[src/rtl/vga_pkg.sv]
// Shared VGA display-stage definitions: timing constants, motion direction
// and motion state types, and the per-axis bounce step used by vga_box_mover.
package vga_pkg;

  localparam int unsigned H_ACT   = 800;
  localparam int unsigned V_ACT   = 600;
  localparam int unsigned H_TOTAL = 1040;
  localparam int unsigned V_TOTAL = 666;
  localparam int unsigned HSYNC   = 120;
  localparam int unsigned VSYNC   = 6;

  typedef enum logic {
    POS = 1'b0,
    NEG = 1'b1
  } dir_t;

  typedef enum logic {
    RUN   = 1'b0,
    PAUSE = 1'b1
  } motion_t;

  typedef struct packed {
    logic [9:0] pos;
    dir_t       dir;
  } axis_t;

  // One frame of motion on one axis. Arithmetic is 11 bits wide so pos+spd
  // never wraps; landing exactly on a wall flips direction in the same step.
  function automatic axis_t axis_step(input logic [9:0]  pos,
                                      input dir_t        dir,
                                      input logic [2:0]  spd,
                                      input logic [10:0] max_pos);
    logic [10:0] sum;
    axis_t       r;
    r.pos = pos;
    r.dir = dir;
    sum   = {1'b0, pos} + {8'b0, spd};
    if (dir == POS) begin
      if (sum >= max_pos) begin
        r.pos = max_pos[9:0];
        r.dir = NEG;
      end else begin
        r.pos = sum[9:0];
      end
    end else begin
      if ({1'b0, pos} <= {8'b0, spd}) begin
        r.pos = '0;
        r.dir = POS;
      end else begin
        r.pos = pos - {7'b0, spd};
      end
    end
    return r;
  endfunction

endpackage

[src/rtl/vga_box_mover_key_debounce.sv]
// key_debounce: 2-FF synchronizer plus press detector for one raw active-low
// push-button. Emits a one-cycle press_o pulse per physical press.
// VGA_BOX_DEBOUNCE_EN defined: IDLE/ARM/HELD/REL debounce FSM with a DB_CYC
// stable time. Undefined: press_o fires on the falling edge of the
// synchronized key (3 cycles of latency), for simulation or debounced keys.
module key_debounce #(
  parameter int unsigned DB_CYC = 1_000_000
) (
  input  logic clk,
  input  logic rst_n,
  input  logic key_n_i,
  output logic press_o
);

  logic sync1_q;
  logic sync2_q;
  logic press_q;

  if (DB_CYC < 1) begin : g_db_cyc_check
    $error("key_debounce: DB_CYC must be at least 1");
  end

  // Two-flop synchronizer; keys idle high so reset to 1.
  always_ff @(posedge clk or negedge rst_n) begin
    if (!rst_n) begin
      sync1_q <= 1'b1;
      sync2_q <= 1'b1;
    end else begin
      sync1_q <= key_n_i;
      sync2_q <= sync1_q;
    end
  end

`ifdef VGA_BOX_DEBOUNCE_EN
  localparam int unsigned          CNT_W    = (DB_CYC > 1) ? $clog2(DB_CYC) : 1;
  localparam logic [CNT_W-1:0]     CNT_LAST = CNT_W'(DB_CYC - 1);

  typedef enum logic [1:0] {
    IDLE,
    ARM,
    HELD,
    REL
  } db_state_t;

  db_state_t        state_q;
  logic [CNT_W-1:0] cnt_q;

  // Debounce FSM: a press needs DB_CYC stable-low cycles, a release DB_CYC
  // stable-high cycles; bounces during release fall back to HELD silently.
  always_ff @(posedge clk or negedge rst_n) begin
    if (!rst_n) begin
      state_q <= IDLE;
      cnt_q   <= '0;
      press_q <= 1'b0;
    end else begin
      press_q <= 1'b0;
      case (state_q)
        IDLE: begin
          if (!sync2_q) begin
            state_q <= ARM;
            cnt_q   <= '0;
          end
        end
        ARM: begin
          if (sync2_q) begin
            state_q <= IDLE;
          end else if (cnt_q == CNT_LAST) begin
            state_q <= HELD;
            press_q <= 1'b1;
          end else begin
            cnt_q <= cnt_q + 1'b1;
          end
        end
        HELD: begin
          if (sync2_q) begin
            state_q <= REL;
            cnt_q   <= '0;
          end
        end
        REL: begin
          if (!sync2_q) begin
            state_q <= HELD;
          end else if (cnt_q == CNT_LAST) begin
            state_q <= IDLE;
          end else begin
            cnt_q <= cnt_q + 1'b1;
          end
        end
        default: state_q <= IDLE;
      endcase
    end
  end
`else
  logic sync3_q;

  // Falling-edge detector on the synchronized key.
  always_ff @(posedge clk or negedge rst_n) begin
    if (!rst_n) begin
      sync3_q <= 1'b1;
      press_q <= 1'b0;
    end else begin
      sync3_q <= sync2_q;
      press_q <= sync3_q & ~sync2_q;
    end
  end
`endif

  assign press_o = press_q;

endmodule

[src/rtl/vga_box_mover.sv]
// vga_box_mover: per-frame position generator for the 30x30 box drawn by the
// 800x600 display stage. On each vsync rising edge (vertical back porch) the
// box steps by `speed` pixels per axis and bounces off the active-area walls.
// Two buttons cycle the speed 1..SPEED_MAX and toggle pause.
// Build option: define VGA_BOX_DEBOUNCE_EN to enable the key debounce FSM.
module vga_box_mover
  import vga_pkg::*;
#(
  parameter int unsigned H_ACT     = 800,
  parameter int unsigned V_ACT     = 600,
  parameter int unsigned BOX_W     = 30,
  parameter int unsigned BOX_H     = 30,
  parameter int unsigned SPEED_MAX = 7,
  parameter int unsigned DB_CYC    = 1_000_000
) (
  input  logic       clk,
  input  logic       rst_n,
  input  logic       vsync,
  input  logic       key_speed_n,
  input  logic       key_pause_n,
  output logic [9:0] box_x,
  output logic [9:0] box_y,
  output logic [2:0] speed,
  output logic       paused,
  output logic       upd
);

  localparam logic [10:0] X_MAX   = 11'(H_ACT - BOX_W);
  localparam logic [10:0] Y_MAX   = 11'(V_ACT - BOX_H);
  localparam logic [9:0]  X_RST   = 10'((H_ACT - BOX_W) / 2);
  localparam logic [9:0]  Y_RST   = 10'((V_ACT - BOX_H) / 2);
  localparam logic [2:0]  SPD_TOP = 3'(SPEED_MAX);

  if (SPEED_MAX < 1 || SPEED_MAX > 7) begin : g_speed_check
    $error("vga_box_mover: SPEED_MAX must be in 1..7");
  end

  logic    speed_press;
  logic    pause_press;

  motion_t    state_q;
  dir_t       dx_q;
  dir_t       dy_q;
  logic [9:0] x_q;
  logic [9:0] y_q;
  logic [2:0] spd_q;
  logic       upd_q;
  logic       vsync_prev_q;  // delayed vsync (vsync_d), resets high
  logic       tick_q;

  axis_t nx_d;
  axis_t ny_d;

  key_debounce #(
    .DB_CYC(DB_CYC)
  ) u_key_speed (
    .clk    (clk),
    .rst_n  (rst_n),
    .key_n_i(key_speed_n),
    .press_o(speed_press)
  );

  key_debounce #(
    .DB_CYC(DB_CYC)
  ) u_key_pause (
    .clk    (clk),
    .rst_n  (rst_n),
    .key_n_i(key_pause_n),
    .press_o(pause_press)
  );

  // Candidate next position for both axes at the current speed.
  always_comb begin
    nx_d = axis_step(x_q, dx_q, spd_q, X_MAX);
    ny_d = axis_step(y_q, dy_q, spd_q, Y_MAX);
  end

  // Motion FSM: registered frame tick, move on tick in RUN, pause toggling
  // and speed cycling. Moves always use the speed/state held before this edge.
  always_ff @(posedge clk or negedge rst_n) begin
    if (!rst_n) begin
      state_q      <= RUN;
      dx_q         <= POS;
      dy_q         <= POS;
      x_q          <= X_RST;
      y_q          <= Y_RST;
      spd_q        <= 3'd1;
      upd_q        <= 1'b0;
      vsync_prev_q <= 1'b1;
      tick_q       <= 1'b0;
    end else begin
      vsync_prev_q <= vsync;
      tick_q       <= vsync & ~vsync_prev_q;
      upd_q        <= 1'b0;
      case (state_q)
        RUN: begin
          if (tick_q) begin
            x_q   <= nx_d.pos;
            dx_q  <= nx_d.dir;
            y_q   <= ny_d.pos;
            dy_q  <= ny_d.dir;
            upd_q <= 1'b1;
          end
          if (pause_press) state_q <= PAUSE;
        end
        PAUSE: begin
          if (pause_press) state_q <= RUN;
        end
        default: state_q <= RUN;
      endcase
      if (speed_press) begin
        spd_q <= (spd_q >= SPD_TOP) ? 3'd1 : spd_q + 3'd1;
      end
    end
  end

  assign box_x  = x_q;
  assign box_y  = y_q;
  assign speed  = spd_q;
  assign paused = (state_q == PAUSE);
  assign upd    = upd_q;

endmodule

[config.mk]
export PLATFORM = sky130hd
export DESIGN_NAME = vga_box_mover
export DESIGN_NICKNAME = d
export VERILOG_FILES = /design/src/rtl/vga_pkg.sv /design/src/rtl/vga_box_mover_key_debounce.sv /design/src/rtl/vga_box_mover.sv
export SDC_FILE = /design/constraint.sdc
export NUM_CORES = 1
export LEC_CHECK = 0
export ABC_AREA = 1
export ABC_CLOCK_PERIOD_IN_PS = 2900
export CORE_MARGIN = 4
export CORE_UTILIZATION = 40
export CTS_BUF_LIST = sky130_fd_sc_hd__clkbuf_4
export DETAILED_ROUTE_END_ITERATION = 12
export SLEW_MARGIN = 30
export SYNTH_ARGS = -nofsm -noshare
export SYNTH_HDL_FRONTEND = slang
export SYNTH_SLANG_ARGS = --single-unit
export TNS_END_PERCENT = 20
[constraint.sdc]
create_clock -name clk -period 2.9 [get_ports clk]
set_clock_uncertainty 0.05 [all_clocks]
set_input_delay 0.58 -clock clk [delete_from_list [all_inputs] [get_ports clk]]
set_output_delay 0.58 -clock clk [all_outputs]
set_load 0.02 [all_outputs]
==> flow_summary_export.csv <==
group,metric,value,unit
cells_and_area,final_cells,540,
critical_path,crit_type,"reg -> reg",
sta,final_max_slew_viol_count,0,
critical_path,ff2ff_path_depth,10,
yosys,ys_warn_count,0,
yosys,yosysSeqAreaShare,31.9,%
yosys,ys_seq_elements,37,
cells_and_area,finalNetCount,463,
cells_and_area,layout-drive-gt1-share,14.5,%
sta,rsz0062_at_grt,"false",
yosys,yosysUniqueCellTypes,38,
yosys,avgSynthCellArea,7.15,um^2
place,portBuffers,29,
sta,final.setup.worst_slack,0.244,ns
yosys,synthCells,415,
clock_tree,tritoncts,"built",
clock_tree,cts_root_buffer,"clkbuf_4",
clock_tree,clk_transition_reported_paths,0.14,ns
clock_tree,htreeDepth,2,
place,dp_cells,531,
place,place_ws,0.304,ns
clock_tree,clk_latency,0.35,ns
detailed_routing,drc_errors,0,
clock_tree,numCtsBuffers,5,
detailed_routing,ant_nets,0,
sta,post-route-period-util,91.6,%
critical_path,cp_common_cell,"nand3_1",
floorplanning,initial_core_util,41.1,%
place,hpwl,5600,um
job,cap_violations,0,
floorplanning,die_w,94.1,um
cells_and_area,ff_latch_area,946,um^2
power,irDropWorstVdd,0.468,mV
status,status,"complete, no violations",
floorplanning,core,0.00721,mm^2
clock_tree,cts_buffer_depth,2,
clock_tree,clkSinkCount,37,
clock_tree,post_cts_resized,0,
grt,grt_pass1_wl,12500,um
grt,antenna_found_initial,0,
critical_path,critPathSlowestCell,"dfstp_2",
sta,final.setup.tns,0,ns
critical_path,r2r-end,"box_x[5]",
critical_path,max_stage_delay,0.63,ns
sta,period_needed,2.66,ns
cells_and_area,area_delta_synth_final,16.1,%
power,power.total,0.00392,W
place,place.gp.congestion,0.928,
critical_path,reg2reg_slack,0.24,ns
power,leakagePower,1.66,nW
floorplanning,ios,30,
detailed_routing,dr.pass1.iters,4,
critical_path,worstSetupStartpointType,"register",
detailed_routing,post_drt_wl_per_cell,13.5,um
clock_tree,ctsHoldBuffers,0,
cells_and_area,n_fill_cell,746,
floorplanning,dieHeight,94.1,um
sta,setup_violations,0,
detailed_routing,drtIter0Drc,124,
grt,grt_usage,17.7,%
critical_path,end_kind,"register",
cells_and_area,mostFrequentLayoutCell,"nand2_1",
detailed_routing,vias,2718,
detailed_routing,routed_via_density,5.03,
cells_and_area,multi_input_area,0.00172,mm^2
detailed_routing,drt_wl_total,7310,um
critical_path,path_cells,"ha_1, inv_1, fa_1, o21ai_1, nand2_1, xor2_1, nand3_1, nand2_2, nand3_1, a21oi_1",
yosys,synth_area,0.00297,mm^2
cells_and_area,diodes,0,
power,powerDensity,1140,mW/mm^2
clock_tree,post_cts_buffers,0,
sta,tightestPinTransition,0.491,ns
grt,grt_max_degree,38,
grt,grt_pass1_vias,2603,
floorplanning,dieArea,0.00886,mm^2
critical_path,cp_max_fo,7,
cells_and_area,final_cell_mix,"85 x nand2_1, 50 x inv_1, 46 x nand3_1",
critical_path,worstReg2RegStart,"speed[0]",
floorplanning,rows,31,
cells_and_area,final_core_util,47.7,%
sta,finalHoldViolCount,0,
hold_path,min_path_type,"in -> async",
grt,overflow,0,
yosys,synth_nets,438,
critical_path,worstPathArrival,2.88,ns
critical_path,required,3.13,ns
sta,relSlewSlack,67.2,%
sta,fmax,376,MHz
-- cell families after synthesis --
group	share of synthesized area, %
compound gates	10.8
xor+xnor	5.31
fa+ha+maj	8.60
buf+inv	10.2
flops	31.9
simple gates	33.2
-- worst max-delay path: cells and delay by family (launching register included) --
kind,cells,cell delay [ns]
fa+ha+maj,2,0.65
flops,1,0.63
buf+inv,1,0.07
simple gates,4,0.55
compound gates,2,0.36
xor+xnor,1,0.27
-- per-stage QoR --
stage               hold slack [ns]  cell area (um^2)
floorplan                     0.234              2970
global placement              0.297              3310
detailed placement            0.297              3310
CTS                           0.294              3420
global route                  0.109              3440
finish                       0.0956              3440
-- power by group --
part,switching [W],internal (W)
Clock,0.000203,0.000271
Combinational,0.00146,0.000980
Sequential,0.000293,0.000713
Total,0.00196,0.00196
-- cell usage after synthesis --
master	instances	area share, %
a21oi_1	18	3.0
a21oi_2	6	1.8
a22oi_1	1	0.25
a31oi_1	1	0.21
and2_1	3	0.63
and3_1	1	0.21
buf_2	3	0.51
buf_4	5	1.3
buf_6	1	0.38
clkbuf_1	5	0.63
dfrtp_1	21	18
dfstp_2	16	14
fa_1	4	2.7
ha_1	14	5.9
inv_1	50	6.3
inv_2	7	0.89
inv_4	1	0.21
nand2_1	85	11
nand2_2	8	1.7
nand3_1	46	7.8
nand3_2	2	0.67
nand3b_1	3	0.76
nand4_1	6	1.3
nor2_1	46	5.8
nor2_2	5	1.1
nor2_4	1	0.38
nor3_1	5	0.84
nor3_2	2	0.67
nor4_1	1	0.21
o211ai_1	2	0.51
o21ai_0	16	2.7
o21ai_1	3	0.51
o21ai_4	1	0.55
o21bai_1	1	0.25
o22ai_1	5	1.1
or2_2	2	0.42
xnor2_1	3	0.89
xor2_1	15	4.4
-- per-layer routing --
| metal | GRT usage (%) | part of all wire (%) | vias to the layer above |
|---|---|---|---|
| met5 | 0 | 0 | - |
| li1 | - | - | 1381 |
| met2 | 29.8 | 48 | 57 |
| met1 | 23.2 | 46 | 1271 |
| met3 | 2.72 | 4.3 | 9 |
| met4 | 5.54 | 1.7 | 0 |
-- worst max-delay path by stage --
| stage | start | to | slack, ns |
|---|---|---|---|
| after CTS | speed[0] | box_x[0] | 0.26 |
| final | speed[0] | box_x[5] | 0.24 |
| after floorplan | speed[0] | box_y[5] | 0.61 |
| after detailed placement | speed[0] | box_x[0] | 0.30 |
| after global placement | speed[0] | box_x[0] | 0.31 |
| after global routing | speed[0] | box_x[0] | 0.08 |
-- final cells by class --
cell class                      instances  area share (%)
Multi-Input combinational cell        306            49.9
Sequential cell                        37            27.5
Timing Repair Buffer                   32            9.52
Inverter                               58            6.39
Tap cell                               99            3.60
Clock inverter                          3            2.00
Clock buffer                            5            1.09
Power figures use the tool's default switching activity.
